**src/rtl/triad_collector_if.sv**
```systemverilog
// rtl/triad_collector_if.sv - Result-input and output-FIFO signal bundle for triad_collector
//
// Purpose : groups every non-clock/reset signal of triad_collector.
// Macro   : TRIAD_COLLECTOR_TIMESTAMP_EN widens out_data by TS_WIDTH.
// Signals :
//   triad_ready [NUM_TRIADS]        per-source single-cycle result strobe
//   triad_data  [NUM_TRIADS*DATA_W] slice i = {pulse_id_2, pulse_id_1, pulse_id_0, polynomial}
//   sys_ts      [TS_WIDTH]          free-running system timestamp
//   out_ready                       consumer accepts the head word
//   out_valid                       head word present
//   out_data    [OUT_W]             {[captured ts], source index, triad data}
//   fifo_level  [LVL_W]             words stored
//   drop_count  [16]                overwritten results, saturating
//   state_led                       any source pending or FIFO non-empty
// Modports: master = producer/consumer side, slave = collector side.

interface triad_collector_if #(
   parameter int NUM_TRIADS = 4,
   parameter int FIFO_DEPTH = 16,
   parameter int ID_WIDTH   = 17,
   parameter int TS_WIDTH   = 24
);
   localparam int IDX_W  = (NUM_TRIADS > 1) ? $clog2(NUM_TRIADS) : 1;
   localparam int DATA_W = 4 * ID_WIDTH;
   localparam int LVL_W  = $clog2(FIFO_DEPTH) + 1;
`ifdef TRIAD_COLLECTOR_TIMESTAMP_EN
   localparam int OUT_W  = TS_WIDTH + IDX_W + DATA_W;
`else
   localparam int OUT_W  = IDX_W + DATA_W;
`endif

   logic [NUM_TRIADS-1:0]        triad_ready;
   logic [NUM_TRIADS*DATA_W-1:0] triad_data;
   logic [TS_WIDTH-1:0]          sys_ts;
   logic                         out_ready;
   logic                         out_valid;
   logic [OUT_W-1:0]             out_data;
   logic [LVL_W-1:0]             fifo_level;
   logic [15:0]                  drop_count;
   logic                         state_led;

   modport master (
      output triad_ready, triad_data, sys_ts, out_ready,
      input  out_valid, out_data, fifo_level, drop_count, state_led
   );

   modport slave (
      input  triad_ready, triad_data, sys_ts, out_ready,
      output out_valid, out_data, fifo_level, drop_count, state_led
   );
endinterface

```
**src/rtl/triad_collector.sv**
```systemverilog
// rtl/triad_collector.sv - Per-source result slots, round-robin arbiter and output FIFO
//
// Purpose : captures triad results from NUM_TRIADS sources into one pending slot
//           each, grants one slot per cycle round-robin into a FIFO_DEPTH output
//           FIFO, and counts results lost to slot overwrite.
// Macro   : TRIAD_COLLECTOR_TIMESTAMP_EN adds sys_ts capture per slot and places
//           it in the top TS_WIDTH bits of each output word.
// Ports   :
//   clk_96MHz  in   sole clock, rising edge
//   reset      in   synchronous, active-high
//   bus        slave modport of triad_collector_if (strobes, data, ts, output FIFO)

module triad_collector #(
   parameter int NUM_TRIADS = 4,
   parameter int FIFO_DEPTH = 16,
   parameter int ID_WIDTH   = 17,
   parameter int TS_WIDTH   = 24
) (
   input  logic             clk_96MHz,
   input  logic             reset,
   triad_collector_if.slave bus
);
   localparam int IDX_W  = (NUM_TRIADS > 1) ? $clog2(NUM_TRIADS) : 1;
   localparam int DATA_W = 4 * ID_WIDTH;
   localparam int LVL_W  = $clog2(FIFO_DEPTH) + 1;
   localparam int PTR_W  = (FIFO_DEPTH > 1) ? $clog2(FIFO_DEPTH) : 1;
`ifdef TRIAD_COLLECTOR_TIMESTAMP_EN
   localparam int OUT_W  = TS_WIDTH + IDX_W + DATA_W;
`else
   localparam int OUT_W  = IDX_W + DATA_W;
`endif

   logic [NUM_TRIADS-1:0] r_pend;
   logic [DATA_W-1:0]     r_slot_data [NUM_TRIADS];
`ifdef TRIAD_COLLECTOR_TIMESTAMP_EN
   logic [TS_WIDTH-1:0]   r_slot_ts   [NUM_TRIADS];
`else
   logic                  w_unused_ts;
`endif
   logic [OUT_W-1:0]      r_mem [FIFO_DEPTH];
   logic [PTR_W-1:0]      r_wr_ptr;
   logic [PTR_W-1:0]      r_rd_ptr;
   logic [LVL_W-1:0]      r_level;
   logic [15:0]           r_drop;
   logic [IDX_W-1:0]      r_rr_ptr;   // highest-priority index for the next grant

   logic                  w_full;
   logic                  w_empty;
   logic                  w_push;
   logic                  w_pop;
   logic                  w_gnt_any;
   logic [IDX_W-1:0]      w_gnt_idx;
   logic [OUT_W-1:0]      w_word;
   logic [16:0]           w_drop_n;
   logic [16:0]           w_drop_sum;

   // k-th candidate in round-robin order starting at base, wrapping at NUM_TRIADS
   function automatic logic [IDX_W-1:0] rr_index(input logic [IDX_W-1:0] base, input int k);
      int s;
      s = int'(base) + k;
      if (s >= NUM_TRIADS) s = s - NUM_TRIADS;
      return IDX_W'(s);
   endfunction

   assign w_full  = (r_level == LVL_W'(FIFO_DEPTH));
   assign w_empty = (r_level == '0);
   // Fullness is judged on the registered level, so a same-cycle pop never frees room
   assign w_push  = w_gnt_any && !w_full;
   assign w_pop   = !w_empty && bus.out_ready;

   always_comb begin
      w_gnt_any = 1'b0;
      w_gnt_idx = '0;
      for (int k = 0; k < NUM_TRIADS; k++) begin
         if (!w_gnt_any && r_pend[rr_index(r_rr_ptr, k)]) begin
            w_gnt_any = 1'b1;
            w_gnt_idx = rr_index(r_rr_ptr, k);
         end
      end
   end

`ifdef TRIAD_COLLECTOR_TIMESTAMP_EN
   assign w_word = {r_slot_ts[w_gnt_idx], w_gnt_idx, r_slot_data[w_gnt_idx]};
`else
   assign w_word = {w_gnt_idx, r_slot_data[w_gnt_idx]};
   assign w_unused_ts = ^bus.sys_ts;
`endif

   // A strobe onto a pending slot loses the old result unless that slot is
   // being pushed this very cycle.
   always_comb begin
      w_drop_n = '0;
      for (int i = 0; i < NUM_TRIADS; i++) begin
         if (bus.triad_ready[i] && r_pend[i] && !(w_push && w_gnt_idx == IDX_W'(i)))
            w_drop_n = w_drop_n + 17'd1;
      end
      w_drop_sum = {1'b0, r_drop} + w_drop_n;
   end

   always_ff @(posedge clk_96MHz) begin
      if (reset) begin
         r_pend <= '0;
      end else begin
         for (int i = 0; i < NUM_TRIADS; i++) begin
            if (bus.triad_ready[i]) begin
               r_pend[i]      <= 1'b1;
               r_slot_data[i] <= bus.triad_data[i*DATA_W +: DATA_W];
`ifdef TRIAD_COLLECTOR_TIMESTAMP_EN
               r_slot_ts[i]   <= bus.sys_ts;
`endif
            end else if (w_push && w_gnt_idx == IDX_W'(i)) begin
               r_pend[i] <= 1'b0;
            end
         end
      end
   end

   always_ff @(posedge clk_96MHz) begin
      if (reset) begin
         r_wr_ptr <= '0;
         r_rd_ptr <= '0;
         r_level  <= '0;
         r_drop   <= '0;
         r_rr_ptr <= '0;
      end else begin
         if (w_push) begin
            r_wr_ptr <= r_wr_ptr + PTR_W'(1);
            r_rr_ptr <= (w_gnt_idx == IDX_W'(NUM_TRIADS - 1)) ? '0 : w_gnt_idx + IDX_W'(1);
         end
         if (w_pop) r_rd_ptr <= r_rd_ptr + PTR_W'(1);
         case ({w_push, w_pop})
            2'b10:   r_level <= r_level + LVL_W'(1);
            2'b01:   r_level <= r_level - LVL_W'(1);
            default: r_level <= r_level;
         endcase
         r_drop <= w_drop_sum[16] ? 16'hFFFF : w_drop_sum[15:0];
      end
   end

   always_ff @(posedge clk_96MHz) begin
      if (w_push) r_mem[r_wr_ptr] <= w_word;
   end

   assign bus.out_valid  = !w_empty;
   assign bus.out_data   = r_mem[r_rd_ptr];
   assign bus.fifo_level = r_level;
   assign bus.drop_count = r_drop;
   assign bus.state_led  = (|r_pend) || !w_empty;
endmodule
```
**src/flat_wrapper.sv**
```systemverilog
// flat-port wrapper written by rule: the top's interface ports become plain ports
module triad_collector_flat 
#(
   parameter int NUM_TRIADS = 4,
   parameter int FIFO_DEPTH = 16,
   parameter int ID_WIDTH   = 17,
   parameter int TS_WIDTH   = 24
)
  (clk_96MHz, reset, bus_triad_ready, bus_triad_data, bus_sys_ts, bus_out_ready, bus_out_valid, bus_out_data, bus_fifo_level, bus_drop_count, bus_state_led);
  triad_collector_if #(.NUM_TRIADS(NUM_TRIADS), .FIFO_DEPTH(FIFO_DEPTH), .ID_WIDTH(ID_WIDTH), .TS_WIDTH(TS_WIDTH)) bus_i ();
  input  logic clk_96MHz;
  input  logic reset;
  input wire logic [$bits(bus_i.triad_ready)-1:0] bus_triad_ready;
  input wire logic [$bits(bus_i.triad_data)-1:0] bus_triad_data;
  input wire logic [$bits(bus_i.sys_ts)-1:0] bus_sys_ts;
  input wire logic [$bits(bus_i.out_ready)-1:0] bus_out_ready;
  output wire logic [$bits(bus_i.out_valid)-1:0] bus_out_valid;
  output wire logic [$bits(bus_i.out_data)-1:0] bus_out_data;
  output wire logic [$bits(bus_i.fifo_level)-1:0] bus_fifo_level;
  output wire logic [$bits(bus_i.drop_count)-1:0] bus_drop_count;
  output wire logic [$bits(bus_i.state_led)-1:0] bus_state_led;
  assign bus_i.triad_ready = bus_triad_ready;
  assign bus_i.triad_data = bus_triad_data;
  assign bus_i.sys_ts = bus_sys_ts;
  assign bus_i.out_ready = bus_out_ready;
  assign bus_out_valid = bus_i.out_valid;
  assign bus_out_data = bus_i.out_data;
  assign bus_fifo_level = bus_i.fifo_level;
  assign bus_drop_count = bus_i.drop_count;
  assign bus_state_led = bus_i.state_led;
  triad_collector #(.NUM_TRIADS(NUM_TRIADS), .FIFO_DEPTH(FIFO_DEPTH), .ID_WIDTH(ID_WIDTH), .TS_WIDTH(TS_WIDTH)) u_core (.clk_96MHz(clk_96MHz), .reset(reset), .bus(bus_i));
endmodule
```
**config.mk**
```make
export PLATFORM = sky130hd
export DESIGN_NAME = triad_collector_flat
export DESIGN_NICKNAME = d
export VERILOG_FILES = /design/src/rtl/triad_collector_if.sv /design/src/rtl/triad_collector.sv /design/src/flat_wrapper.sv
export SDC_FILE = /design/constraint.sdc
export NUM_CORES = 1
export LEC_CHECK = 0
export CAP_MARGIN = 20
export CELL_PAD_IN_SITES_DETAIL_PLACEMENT = 0
export CELL_PAD_IN_SITES_GLOBAL_PLACEMENT = 1
export CORE_MARGIN = 1
export CORE_UTILIZATION = 35
export CTS_BUF_LIST = sky130_fd_sc_hd__clkbuf_4
export CTS_CLUSTER_DIAMETER = 50
export DETAILED_ROUTE_END_ITERATION = 7
export GPL_TIMING_DRIVEN = 0
export PLACE_DENSITY_LB_ADDON = 0.1
export SKIP_CTS_REPAIR_TIMING = 1
export SLEW_MARGIN = 20
export SYNTH_ARGS = -nofsm -noshare
export SYNTH_HDL_FRONTEND = slang
export SYNTH_SLANG_ARGS = --single-unit
```
**constraint.sdc**
```tcl
create_clock -name clk_96MHz -period 9.3 [get_ports clk_96MHz]
set_input_delay 1.395 -clock clk_96MHz [delete_from_list [all_inputs] [get_ports clk_96MHz]]
set_output_delay 1.395 -clock clk_96MHz [all_outputs]
set_load 0.01 [all_outputs]
```
==> summary by stage, run 1 <==
Outcome
The run finished with clean final reports.

Synthesis
Synthesis inferred 1431 register bits. The mean post-synth cell area is between 20 and 25 µm². The share of the Yosys chip area taken by registers is between 70 and 80%.

Ranked by total cell area, the synthesized netlist is headed by sky130_fd_sc_hd__edfxtp_1 (77%), sky130_fd_sc_hd__mux4_2 (15%), sky130_fd_sc_hd__nand2_1 (1.5%). Among all flip-flop cells after synthesis, the most frequent one is sky130_fd_sc_hd__edfxtp_1. Of all flip-flops after synthesis, the portion carrying an async set or reset was 0%. The number of synthesized flops with an enable pin is between 1000 and 1500. The number of instances in the synthesized netlist is approximately 2500. The net count of the mapped netlist is approximately 2800.

The synthesized design spends more area on one cell type than any other, namely sky130_fd_sc_hd__edfxtp_1. The number of library cell types mapped by synthesis is 46. The synthesized design devotes to its leading area cell type between 70 and 80% of total area. The mapped netlist covers about 0.054 mm². For this run, the number of Yosys warnings is 0.

Cells and area
The most common cell after layout, fill and taps aside is sky130_fd_sc_hd__edfxtp_1. The top cell types in the final layout, fill and taps aside, are sky130_fd_sc_hd__edfxtp_1 (1392), sky130_fd_sc_hd__clkbuf_4 (582), sky130_fd_sc_hd__clkdlybuf4s50_1 (371). At the end of the flow, the number of nets in the layout was roughly 3800. The share of final-layout standard cells stronger than drive strength 1 is 33.4%. Compared with the post-synthesis result, the final layout area differs by 26.2%. The total non-filler cell area in the finished layout is 0.0685 mm².

Drt
The number of violations reported at the end of detailed-routing iteration 0 is between 2000 and 2500. The routed design has 161 mm of wire. The pre-antenna-repair detailed-routing pass consisted of 5 iterations. The final antenna-violating net count is 0. Summing over every cut layer, the via total after detailed routing is ~30000.

The DRC violation count after routing is 0. Dividing the detail-routed wire length by the instance count gives between 20 and 30 µm. The via count normalized by instance count is approximately 5.1.

Worst setup path
In this run the worst setup path terminates at bus_out_data[4]. The worst reg2reg path endpoint is u_core.bus.drop_count[6]. The number of cells on the worst reg-to-reg path is 18. Along the worst path, the maximum fanout reaches 10. The critical path class is register to output port. For the worst setup path, the data arrival time is between 5 and 6 ns. Setup slack on the worst reg-to-reg path comes out at roughly 4.6 ns. The data required time at the worst endpoint is ~7.9 ns. STA classifies the critical path startpoint as a register. The worst setup path is captured at an output port. The startpoint of the worst register-to-register path is u_core.r_pend[1].

STA
The final clock period utilization by the worst path is roughly 69%. Setup repair after global routing left no endpoint under its margin. The worst pin sits at a relative slew slack of 22.7%. Derived from the worst setup path, the maximum achievable clock frequency is 156 MHz. The final number of max-transition violations was 0.

Hold is met by between 0.5 and 0.6 ns. The final-report hold violation count was 0. The worst-margin pin slew is 1.16 ns. The time the final worst path needs with I/O delays and setup is roughly 6.4 ns. The clock arrives with approximately 0.10 ns of skew. Setup violations remaining at the end of the flow were counted as 0.

Clocking
The clock input transition at the sequential cells of the worst setup and hold paths is ~0.070 ns. The clock passes through at most 4 buffers. The cell sitting at the root of the clock tree is a sky130_fd_sc_hd__clkbuf_4.

The count of H-tree levels built during CTS is 5. At the later pin of the worst-skew pair, clock insertion delay measures 1.29 ns. The TritonCTS sink count is between 1000 and 1500. The TritonCTS clock tree is built. The clock buffer count from CTS is a little under 400.

Floorplan
The overall die area is approximately 0.16 mm². The floorplan step set the die height to approximately 400 µm. The core area is roughly 0.15 mm². The initial cell density of the core is approximately a third.

The number of top-level pins is roughly 400. The width of the die is approximately 400 µm. The standard-cell row count is approximately 140.

GRT
The number of antenna violations at the first check in global routing was 23. The combined global-route utilization of all metal layers is between 20% and 30%. The pin count of the biggest net entering global routing is 26. The total congestion overflow is 0.

The via count of the first global-routing pass is 31740. The first-pass GRT wire length is 226 mm.

Min path
The path class of the tightest hold or removal check is register to register.

Power
The proportion of power drawn by combinational gates is between 20% and 30%. VDD sags by at most 0.000133 V. The power per unit of standard cell area is about 260 mW/mm².

The leakage power is approximately 0.022 µW. The net switching component of the power is 5060 µW. In this run switching power makes up between 20% and 30% of total power. The clock network burns a little under a third of the power. Cell internal power was estimated by the tool at roughly 13000 µW. The sequential group share of total power is roughly 45%.

Placed design
During placement, the flow inserted port buffers numbering about 370. In this run the cell area measured after placement is approximately 0.063 mm². The placed wire-length estimate is 108 mm.

The global placement routability congestion is 0.760.

Flow run
The number of maximum-capacitance violations is 0.
power groups by stage:
stage / clock network, µW / registers (µW) / logic [µW]
after CTS: 5700 / 8010 / 4420
after detailed placement: 0 / 8150 / 4410
after global routing: 5990 / 8030 / 4660
final: 5510 / 8000 / 4370
after global placement: 0 / 8290 / 4130
after floorplan: 0 / 8160 / 2320
sequential cells by signal, indices dropped and copies added, names as in the netlist, named ones only:
| register | count |
|---|---|
| u_core.bus.drop_count | 16 |
| u_core.bus.fifo_level | 5 |
| u_core.r_mem | 1120 |
| u_core.r_pend | 4 |
| u_core.r_rd_ptr | 4 |
| u_core.r_rr_ptr | 2 |
| u_core.r_slot_data | 272 |
| u_core.r_wr_ptr | 4 |
through the flow:
stage | setup slack [ns] | TNS (ns) | power [µW] | instances | util (%)
after floorplan | 2.63 | 0 | 10500 | 2483 | -
after global placement | -6.10 | -2259.92 | 12400 | 4898 | 39.3
after detailed placement | 3.78 | 0 | 12600 | 5073 | 41.2
after CTS | 2.45 | 0 | 18100 | 5737 | 44.3
after global routing | 2.67 | 0 | 18700 | 5779 | 44.5
final | 2.87 | 0 | 17900 | 5781 | 44.5
worst max-delay path: stages (launching register included):
cell and delay (ns):
sky130_fd_sc_hd__dfxtp_1 0.31, sky130_fd_sc_hd__buf_2 0.38, sky130_fd_sc_hd__clkbuf_1 0.49, sky130_fd_sc_hd__buf_8 0.22, sky130_fd_sc_hd__clkbuf_1 0.85, sky130_fd_sc_hd__mux4_2 0.44
sky130_fd_sc_hd__mux4_2 0.56, sky130_fd_sc_hd__clkdlybuf4s50_1 0.52
cell usage after synthesis, drive strengths merged (6+ instances only):
cell type / n
o21ai: 6
nand3: 10
nor2b: 6
nor2: 41
a21oi: 97
dfxtp: 39
nor3: 6
buf: 67
xor2: 15
edfxtp: 1392
nand2b: 6
xnor2: 9
mux4: 350
ha: 16
a32oi: 68
nand2: 221
clkbuf: 69
nand4: 8
inv: 18
logic make-up (layout without fill, tap and decap cells):
logic type               count (synthesis)  after routing  share of synthesized area (%)
multiplexers                           356            356                           14.6
AO/OA/AOI/OAI                          188            188                           2.29
other                                    1             11                        0.00691
flip-flops                            1431           1431                           78.4
AND/OR/NAND/NOR                        311            311                           2.38
adder cells (fa/ha/maj)                 18             18                          0.442
buffers and inverters                  154           1398                           1.43
XOR/XNOR                                24             24                          0.387
worst min path at each step:
stage,depth (start not counted),to,from
after floorplan,2,register,u_core.r_rd_ptr[3]
after global placement,2,u_core.bus.drop_count[14],u_core.bus.drop_count[14]
after detailed placement,2,u_core.bus.drop_count[14],u_core.bus.drop_count[14]
after CTS,1,u_core.r_slot_data[0][10],bus_triad_data[10]
after global routing,1,u_core.r_slot_data[0][10],bus_triad_data[10]
final,2,u_core.bus.drop_count[14],u_core.bus.drop_count[14]
metal layers:
metal  up-vias  global-route usage [%]  part of all wire, %
li1      12586                       -                    -
met1     15494                    26.6                   42
met2      1111                    33.3                   49
met3       304                    5.60                  7.1
met4        24                    7.06                  2.5
met5         -                       0                0.097
area by class of cell:
class	count	area, µm²
clock buffers	565	4240
well taps	2044	2560
repair buffers	580	6640
inverters	18	67.6
multi-input cells	898	11100
flip-flops and latches	1431	42600
clock inverters	99	582
fillers	13393	85500
plain buffers	136	721
diodes	10	25.0
Power figures use the tool's default switching activity.
==> run 2, diff against run 1 <==
Clock period 9.3 ns to 5.9 ns, I/O delays scaled along.
==> run 2 against run 1 <==
Against the previous run:
- core utilization barely moved
- clock power rose by 54%
- register-to-register slack got worse by 3.5 ns
- clock skew down 0.0021 ns
- die area is the same
==> summary by stage, run 2 (same netlist as run 1, synthesis figures left out) <==
Power
The power per unit of standard cell area is approximately 410 mW/mm². The leakage power is 0.0222 µW. The total chip power is around 28000 µW.

The maximum vdd ir drop is 0.000218 V.

Clocking
The number of buffers on the longest clock path is 4. For this design, the sink count on the clock tree is 1431. The TritonCTS clock tree is built. The cell at the root of the clock tree is sky130_fd_sc_hd__clkbuf_4. The clock input transition at the sequential cells of the worst setup and hold paths is 0.06 ns.

Buffers inserted during clock tree synthesis total 399. The later pin in the worst-skew pair is clocked with a latency of between 1 and 1.5 ns. The count of H-tree levels built during CTS is 5.

Placed design
After legalization and detailed placement, the total HPWL measured ~110 mm. The global placement routability congestion is just under 0.8. The count of input and output buffers is 371.

Worst setup path
STA classifies the critical path startpoint as a register. The signal on the critical path passes through buf_2, clkbuf_2, clkdlybuf4s15_1, mux4_2, mux4_2, clkdlybuf4s50_1. STA puts the critical path data arrival time at between 4 and 5 ns. The kind of cell with the highest combined delay on the critical path is buffers and inverters. For this run, the slowest stage of the critical path takes between 0.8 and 0.9 ns. The worst setup path is captured at an output port. The slowest stage of the critical path is the sky130_fd_sc_hd__clkdlybuf4s15_1 cell. For the worst setup path, the data required time is approximately 5 ns. The worst setup path is of the register to output port kind. The most common cell type on the critical path is sky130_fd_sc_hd__mux4_2.

The buffer and inverter count on the worst path is 4. The largest fanout of any net on the critical path is 10.

Floorplan
The core region is around 0.15 mm². The number of top-level pins is ~400. Once the floorplan was initialized, standard cells occupied 35.2% of the core. The y dimension of the die is 396 µm.

The standard-cell row count is 144. The die is 396 µm wide. The overall die area is 0.157 mm².

STA
The worst-margin pin slew is approximately 1.1 ns. The final number of max-transition violations is 0. Setup repair after global routing could not meet its margin everywhere. The final-report hold violation count is 0. The clock period could shrink to around 5.7 ns. Setup violations remaining at the end of the flow were counted as 0. The final clock period utilization by the worst path is a little over nine tenths. The headroom to the max-slew limit is 24.0%. For the final database, setup skew stands at 0.101 ns. The peak clock frequency supported by timing is about 180 MHz.

Drt
The DRC violation count after routing is 0. The routed via count is ~30000. The wire length per cell after detailed routing is roughly 28 µm. The number of violations reported at the end of detailed-routing iteration 0 is 2215. After detailed routing, the total wire length is 163 mm. The final antenna-violating net count is 0. The pre-antenna-repair detailed-routing pass consisted of 5 iterations. The via count normalized by instance count is between 5 and 6.

Flow run
Across the run, the number of max-cap violations was 0.

Cells and area
The synthesis-to-finish area growth is 26.3%. The library cells used most frequently in the layout, excluding fill and tap cells, are sky130_fd_sc_hd__edfxtp_1 (1392), sky130_fd_sc_hd__clkbuf_4 (599), sky130_fd_sc_hd__clkdlybuf4s50_1 (371). Ranked by flip-flop count, first place goes to u_core.r_mem. The number of nets in the final layout is around 3800. The final cell utilization of the core is 44.5%.

The library cell used most frequently in the layout, excluding fill and tap cells, is sky130_fd_sc_hd__edfxtp_1. The share of final-layout standard cells stronger than drive strength 1 is about a third. The register with the most flip-flops in the layout has about 1100 of them.

GRT
The number of antenna violations at the first check in global routing is 21. The met1 track demand over resource in global routing is between 20% and 30%. The via count of the first global-routing pass is about 32000. The total congestion overflow is 0. The first global-routing pass estimated about 230 mm of wire. Entering global routing, the biggest net connects 26 pins. For met2 alone, demand over resource in global routing was 34.4%.

Global routing used between 20% and 30% of the available tracks. Global routing used roughly 5.7% of the available met3 tracks. In this run the most used layer during global routing was met2.

Outcome
The run finished with clean final reports.

Min path
The class of the most critical hold timing path is primary input to register.
[run 2: cell count changes in the layout (fill, tap and decap cells not counted), moves of 4 or more]
cell / previous run / this run
sky130_fd_sc_hd__buf_8: 3 / 28
sky130_fd_sc_hd__clkinv_2: 18 / 11
sky130_fd_sc_hd__buf_2: 60 / 49
sky130_fd_sc_hd__clkinv_1: 68 / 90
sky130_fd_sc_hd__buf_6: 41 / 36
sky130_fd_sc_hd__diode_2: 10 / 5
sky130_fd_sc_hd__nor3_2: 4 / 0
sky130_fd_sc_hd__buf_4: 54 / 17
sky130_fd_sc_hd__bufinv_16: 7 / 0
sky130_fd_sc_hd__nor3_4: 0 / 4
sky130_fd_sc_hd__clkbuf_4: 582 / 599
[run 2: worst reg2reg max path, delay by kind of cell (launching register included)]
family | cells | cell delay (ns)
simple gates | 6 | 1.87
xor+xnor | 2 | 0.43
fa+ha+maj | 3 | 0.99
compound gates | 3 | 0.74
buf+inv | 2 | 0.33
flops | 1 | 0.38
[run 2: path summary, 6_finish.rpt]
kind                            cells after the start  slack [ns]                 startpoint                        end
worst max-delay path                                6        0.19                   register           bus_out_data[14]
worst min-delay path                                1        0.14         bus_triad_data[13]  u_core.r_slot_data[0][13]
worst min register to register                      2        0.52  u_core.bus.drop_count[14]  u_core.bus.drop_count[14]
worst max register to register                     16        1.10   u_core.bus.fifo_level[0]   u_core.bus.drop_count[8]
[run 2: where the power goes]
| group | total (µW) | leakage, µW | switching, µW | internal (µW) |
|---|---|---|---|---|
| combinational | 6940 | 0.00639 | 3800 | 3140 |
| sequential | 12600 | 0.0130 | 167 | 12400 |
| clock | 8480 | 0.00285 | 4060 | 4420 |
| total | 28000 | 0.0222 | 8030 | 20000 |
[run 2: cell type report]
| cell class | instances | area [µm²] |
|---|---|---|
| clock inverters | 108 | 429 |
| well taps | 2044 | 2560 |
| inverters | 18 | 67.6 |
| diodes | 5 | 12.5 |
| multi-input cells | 898 | 11200 |
| plain buffers | 136 | 728 |
| flip-flops and latches | 1431 | 42600 |
| repair buffers | 562 | 6720 |
| fillers | 13417 | 85500 |
| clock buffers | 572 | 4290 |
[run 2: metal layers]
| metal | vias up | wire (µm) |
|---|---|---|
| li1 | 12554 | - |
| met1 | 15646 | 67600 |
| met5 | - | 170 |
| met2 | 1064 | 80900 |
| met4 | 24 | 3800 |
| met3 | 315 | 11100 |
[run 2: metrics by stage]
stage | setup TNS (ns) | hold slack (ns) | setup WS (ns) | cells | instance area, µm²
6_report | 0 | 0.136 | 0.186 | 5774 | 68600
5_1_grt | -0.0169 | 0.0446 | -0.0113 | 5774 | 68600
4_1_cts | -0.991 | -0.0488 | -0.137 | 5727 | 68200
3_5_place_dp | 0 | 0.506 | 0.845 | 5047 | 63500
3_3_place_gp | -5433.93 | 0.492 | -4.50 | 4898 | 60600
2_1_floorplan | 0 | 0.485 | 1.11 | 2483 | 54300
